==> config.mk <==
export PLATFORM = sky130hd
export DESIGN_NAME = lvds_deframer
export DESIGN_NICKNAME = d
export VERILOG_FILES = /design/src/rtl/lvds_deframer.sv
export SDC_FILE = /design/constraint.sdc
export NUM_CORES = 1
export LEC_CHECK = 0
export BUFFER_PORTS_ARGS = -buffer_cell sky130_fd_sc_hd__buf_2
export CORE_ASPECT_RATIO = 0.9
export CORE_UTILIZATION = 52
export CTS_BUF_LIST = sky130_fd_sc_hd__clkbuf_8 sky130_fd_sc_hd__clkbuf_16
export DETAILED_ROUTE_END_ITERATION = 12
export PLACE_DENSITY = 0.72
export SLEW_MARGIN = 25
export SYNTH_ARGS = -nofsm -noshare
export SYNTH_HDL_FRONTEND = slang
export SYNTH_SLANG_ARGS = --single-unit
==> constraint.sdc <==
create_clock -name clk -period 2 [get_ports clk]
set_input_delay 0 -clock clk [delete_from_list [all_inputs] [get_ports clk]]
set_output_delay 0 -clock clk [all_outputs]
set_load 0.01 [all_outputs]
==> src/rtl/lvds_deframer.sv <==
// Per-lane word aligner for the 5-lane LVDS link: hunts for the flag word, locks after
// two back-to-back flags, then emits aligned 10-bit code words with lock and skew status.
module lvds_deframer #(
  parameter int          PIN_NUM   = 5,
  parameter logic [9:0]  FLAG_WORD = 10'h07E,
  parameter int          GAP_MAX   = 64
) (
  input  logic                    clk,
  input  logic                    rst,
  input  logic [PIN_NUM-1:0]      serial,
  output logic [10*PIN_NUM-1:0]   word,
  output logic [PIN_NUM-1:0]      word_valid,
  output logic [PIN_NUM-1:0]      flag7E,
  output logic [PIN_NUM-1:0]      lock,
  output logic                    all_locked,
  output logic                    data_valid,
  output logic                    skew_err
);

  typedef enum logic [1:0] {HUNT, CHECK, LOCKED} state_t;

  localparam logic [6:0] GAP_LAST = 7'(GAP_MAX - 1);

  logic [PIN_NUM-1:0] lock_next;
  logic [PIN_NUM-1:0] word_valid_next;

  generate
    for (genvar gi = 0; gi < PIN_NUM; gi++) begin : g_lane
      state_t     state;
      // Only the nine newest bits need to persist; the tenth comes straight off the pin.
      logic [8:0] sh;
      logic [3:0] cnt;
      logic [6:0] gap;
      logic [9:0] word_reg;
      logic       word_valid_reg;
      logic       flag_reg;
      logic       lock_reg;

      logic [9:0] sh_next;
      logic       is_flag;
      logic       boundary;
      logic       gap_out;

      assign sh_next  = {sh, serial[gi]};
      assign is_flag  = (sh_next == FLAG_WORD);
      assign boundary = (cnt == 4'd9);
      assign gap_out  = boundary && !is_flag && (gap == GAP_LAST);

      assign word_valid_next[gi] = (state == LOCKED) && boundary;
      assign lock_next[gi]       = ((state == LOCKED) && !gap_out) ||
                                   ((state == CHECK) && boundary && is_flag);

      always_ff @(posedge clk) begin
        if (rst) begin
          state          <= HUNT;
          sh             <= '0;
          cnt            <= '0;
          gap            <= '0;
          word_reg       <= '0;
          word_valid_reg <= 1'b0;
          flag_reg       <= 1'b0;
          lock_reg       <= 1'b0;
        end else begin
          sh             <= sh_next[8:0];
          word_valid_reg <= word_valid_next[gi];
          lock_reg       <= lock_next[gi];
          cnt            <= boundary ? 4'd0 : cnt + 4'd1;
          case (state)
            HUNT: begin
              cnt <= 4'd0;
              if (is_flag) state <= CHECK;
            end
            CHECK: begin
              if (boundary) begin
                if (is_flag) begin
                  state <= LOCKED;
                  gap   <= '0;
                end else begin
                  state <= HUNT;
                end
              end
            end
            LOCKED: begin
              if (boundary) begin
                word_reg <= sh_next;
                flag_reg <= is_flag;
                if (is_flag) begin
                  gap <= '0;
                end else begin
                  gap <= gap + 7'd1;
                  if (gap == GAP_LAST) state <= HUNT;
                end
              end
            end
            default: state <= HUNT;
          endcase
        end
      end

      assign word[10*gi +: 10] = word_reg;
      assign word_valid[gi]    = word_valid_reg;
      assign flag7E[gi]        = flag_reg;
      assign lock[gi]          = lock_reg;
    end
  endgenerate

  // Skew: every lane is locked but only some of them hit a word boundary this cycle.
  always_ff @(posedge clk) begin
    if (rst) begin
      all_locked <= 1'b0;
      data_valid <= 1'b0;
      skew_err   <= 1'b0;
    end else begin
      all_locked <= &lock_next;
      data_valid <= (&lock_next) & (&word_valid_next);
      skew_err   <= skew_err | ((&lock_next) & (|word_valid_next) & ~(&word_valid_next));
    end
  end

endmodule

---- Word-level counts from Yosys, hierarchy flattened ----
Index checks and enable logic that the tools add are counted.
cells by class
  magnitude comparators ................... 0
  reduce and logical (&&, ||, !) cells .... 78
  div/mod/pow operators ................... 0
  bitwise gates (word level) .............. 5
  add/sub/neg operators ................... 10
  shift operators ......................... 0
  equality and inequality tests ........... 55
  mux-type cells .......................... 60
  $mul .................................... 0
operators with widths
  operator                                                                 count
  7-bit two-way mux                                                        20
  7-bit case mux with 2 select lines                                       5
  2-bit two-way mux                                                        30
  2-bit inequality test, second input constant                             28
  10-bit by 7-bit == test with 1-bit output, second input constant         5
  7-bit by 1-bit adder with 7-bit output, second input constant            5
  7-bit by 6-bit == test with 1-bit output, second input constant          5
  5-bit AND reduction                                                      7
  1-bit logical AND                                                        30
  2-bit case mux with 3 select lines                                       5
  4-bit by 1-bit adder with 4-bit output, second input constant            5
  4-bit == test, second input constant                                     5
  4-bit AND reduction                                                      5
  3-bit OR reduction                                                       5
  2-bit by 1-bit == test with 1-bit output, second input constant          5
  2-bit == test, second input constant                                     5
  1-bit zero test                                                          10
  2-bit zero test                                                          5
  2-bit AND reduction                                                      5
  2-bit nonzero test                                                       5
  1-bit logical OR                                                         5
  5-bit OR reduction                                                       1
  2-bit by 1-bit inequality test with 1-bit output, second input constant  2
  1-bit AND                                                                3
  2 further kinds                                                          2
storage, ports and cells
  bits in latches ......................... 0
  input bits .............................. 7
  memories kept ........................... 0
  output and inout bits ................... 68
  ROM bits ................................ 0
  word-level logic and storage cells ...... 251
  register bits after elaboration ......... 178
  memory bits (writable) .................. 0

---- Longest topological paths before layout ----
  depth after elaboration ................. 11
  mapped depth ............................ 8
  depth with buffers taken out ............ 7

---- Worst setup path before layout ----
Ideal clock, no wire load.
  path kind ............................... flip-flop to flip-flop
  start point ............................. reg g_lane[3].sh[6]
  end point ............................... reg g_lane[3].gap[5]
  data arrival time ....................... 1.998 ns
  slack ................................... -0.068 ns
  data required time ...................... 1.930 ns
  cell stages (with the launch flop) ...... 6
  cell sequence ........................... dfxtp_1 or4b_4 o41ai_4 nand2_2 or4_1 a21oi_1
between the ends
  word-level cells in the longest chain between the ends .. 4
  elaborated cells between the ends (all ways) .. 6
  classes of those cells .................. eq/ne: 2; mux: 3; reduce/logical: 1
RTL lines
  element                                      RTL line  source
  from (decl)                                  31        logic [8:0] sh;
  from (signal assigned)                       64        sh <= sh_next[8:0];
  10-bit by 7-bit == test with 1-bit output *  45        assign is_flag = (sh_next == FLAG_WORD);
  7-bit two-way mux                            87        if (is_flag) begin
  7-bit two-way mux                            84        if (boundary) begin
  7-bit case mux with 2 select lines           68        case (state)
  to (signal assigned)                         90        gap <= gap + 7'd1;
  to (decl)                                    33        logic [6:0] gap;
Mark *: on every way between the ends. The rest lies on a longest branch, timed or not. The select of a mux whose other input is x is not followed.
A chain may end at the register's enable or synchronous reset.

---- Worst setup path after layout ----
Ends and elaborated chain as after synthesis.

==> run metrics <==
TritonCTS clock tree=built; buffer count from post-CTS setup fixing=0; worst reg2reg path endpoint=g_lane[3].gap[5]$_SDFFE_PP0P_; FF-to-FF path depth=5; WL final=13,590 um; FMAX=508.5 MHz; Hold Path Stages=2; post-synthesis compound-gate area fraction=9.745%; Crit Path Class=reg2reg; global-route wire length before repair=22,130 um; Yosys cell types=48; main combinational cell family by area after synthesis=simple AND/OR/NAND/NOR gates; 1st-pass router iterations=4; crit path DAT=2.32 ns; number of synthesized register bits=178; Max-slew headroom=59.48%; Tot Pwr=0.006908 W; port buffer count=74; most frequent cells in the layout=177 x dfxtp_1, 127 x nand2_1, 74 x nor2_1; r2r startpoint=g_lane[3].sh[6]$_SDFF_PP0_; Required @ worst endpoint=2.36 ns; ys async rst share=0%; Least-Margin Pin Slew=0.6077 ns; Die W=122.4 um; Total GRT Usage=21.17%; Post-synth EDFFs=0; total gr overflow=0; CP endpoint kind=register; Crit Path Max Fanout=3; max reg flops=50; hold endpoint=g_lane[4].state[1]$_SDFFE_PP0P_; wire per inst=13.46 um; hold_sp=rst; Clock Latency Late Sink=0.42 ns; diode count=0; post-synthesis to final-layout area growth=17.48%; clk sinks=178; CTS clk-pin slew, worst paths=0.06 ns; final net count=856; syn nets=775; CTS Buf Count=17; number of I/O pins=75; Root Driver=clkbuf_16; Post-Synth Simple-Gate Area=26.71%; Synth Warn #=0; Core Rows=39; Post-DP HPWL=9598 um; core area=12,690 um^2; period utilization=98.33%; post-synth design cell area=6779 um^2; pin count of the biggest net entering global routing=59; fraction of layout cells with a size suffix above 1=15.98%; H-tree depth=4; r2r setup slk=0.03 ns; Post-Syn Instances=753; clock tree buffer depth=2; adder-cell share of the synthesized area=2.769%; Tmin final=1.967 ns; initial antenna violation count=0; max-slew violations=0; Max VDD drop=0.0004823 V; DRC viols=0; initial DRC count=323; Final WS setup=0.03342 ns; die area=13,500 um^2; vias in the first global route=4,801; routed via count=5,243; Post-DRT Antenna Nets=0; Layout Skew=0.008953 ns; mux cell area share after synthesis=0.1477%; Final TNS setup=0 ns; Vias/cell=5.196; most common cell after layout, fill and taps aside=dfxtp_1; mean post-synth cell area=9.003 um^2; initial core utilization=53.43%; final setup vio count=0; outcome=completed; Max Cap Viol=0; Pwr per Cell Area=867.4 nW/um^2; pre-CTS WS=0.05480 ns; RSZ-0062 raised after global routing=yes; Placer Congestion=0.8494; Die H=110.3 um; sequential area share after synthesis=52.57%; Leakage=3.222 nW; Hold Path Class=in2reg; Worst setup SP type=register; XOR/XNOR share of the synthesized area=4.522%; Final Hold Violating Endpoints=0; Synth Flop Type=dfxtp_1
-- stage by stage --
step	util, %	hold WS (ns)	std cells	instance area (um^2)
finish	62.77	0.07501	1009	7964
global route	62.77	0.09179	1009	7964
CTS	62.72	0.06720	1009	7958
detailed placement	57.78	0.2537	974	7331
global placement	57.78	0.2418	974	7331
floorplan	-	0.1282	753	6779
-- final cells by class --
cell class / instances / area [um^2]
multi-input cells: 526 / 2980
fillers: 1059 / 4723
flip-flops and latches: 178 / 3565
repair buffers: 104 / 610.6
inverters: 7 / 26.28
well taps: 164 / 205.2
clock inverters: 11 / 123.9
clock buffers: 19 / 452.9
-- report_power, final --
part	total [W]	switching, W	internal, W	leakage (nW)
logic	0.0000913	0.0000614	0.0000299	1.48
registers	0.00357	0.0000112	0.00356	1.44
clock network	0.00324	0.00126	0.00199	0.305
total	0.00691	0.00133	0.00558	3.22
-- cell usage after synthesis, types with 4 or more instances --
cell type  instances  area, um^2
nor2b_1           57       356.6
nand3b_1           6       45.04
nand2b_1          10       62.56
xor2_1            27       236.5
ha_1              15       187.7
and2_1             5       31.28
xnor2_1            8       70.07
or2_2              4       25.02
and3_1             8       50.05
nor3_1            11       55.05
dfxtp_1          178        3563
nor2_1            74       277.8
a21oi_1           70       350.3
nand2_1          127       476.7
nand3_1           26       130.1
clkbuf_1          27       101.4
and3b_1            4       35.03
nand4b_1           6       52.55
nor4_1             4       25.02
buf_4             15       112.6
or3_1              8       50.05
o21ai_0           10       50.05
nand4_1            6       37.54
inv_1              7       26.28
-- layer usage --
metal	part of all wire [%]	vias to the layer above	GRT usage, %
met5	0	-	0
met4	0.96	0	7.056
met3	3.5	10	5.864
met2	49	74	35.87
met1	46	2485	25.95
li1	-	2674	-
-- worst max-delay path, stage by stage, from the launching register on --
cell and delay (ns):
dfxtp_2 0.32, or4b_4 0.57, o41ai_4 0.28, nand2_2 0.10, or4_1 0.48, a21oi_1 0.15
-- how the worst max path moves through the flow --
stage                                          endpoint                        from  cells past startpoint
after floorplan           g_lane[3].gap[5]$_SDFFE_PP0P_  g_lane[3].sh[6]$_SDFF_PP0_                      5
after global placement    g_lane[3].gap[5]$_SDFFE_PP0P_  g_lane[3].sh[6]$_SDFF_PP0_                      5
after detailed placement  g_lane[3].gap[5]$_SDFFE_PP0P_  g_lane[3].sh[6]$_SDFF_PP0_                      5
after CTS                 g_lane[3].gap[5]$_SDFFE_PP0P_  g_lane[3].sh[6]$_SDFF_PP0_                      5
after global routing      g_lane[3].gap[5]$_SDFFE_PP0P_  g_lane[3].sh[6]$_SDFF_PP0_                      5
final                     g_lane[3].gap[5]$_SDFFE_PP0P_  g_lane[3].sh[6]$_SDFF_PP0_                      5
-- what timing repair did --
action,4_1_cts,5_1_grt
setup endpoints to repair,0,2
gates resized for setup,0,2
hold buffers,5,0
hold endpoints to repair,10,0
-- cell families (layout without fill, tap and decap cells) --
family / after synthesis / in the layout
mux: 1 / 1
buf+inv: 49 / 141
fa+ha+maj: 15 / 15
xor+xnor: 35 / 35
simple gates: 367 / 367
flops: 178 / 178
compound gates: 108 / 108
Note: power is estimated with default switching activity, not from simulation.
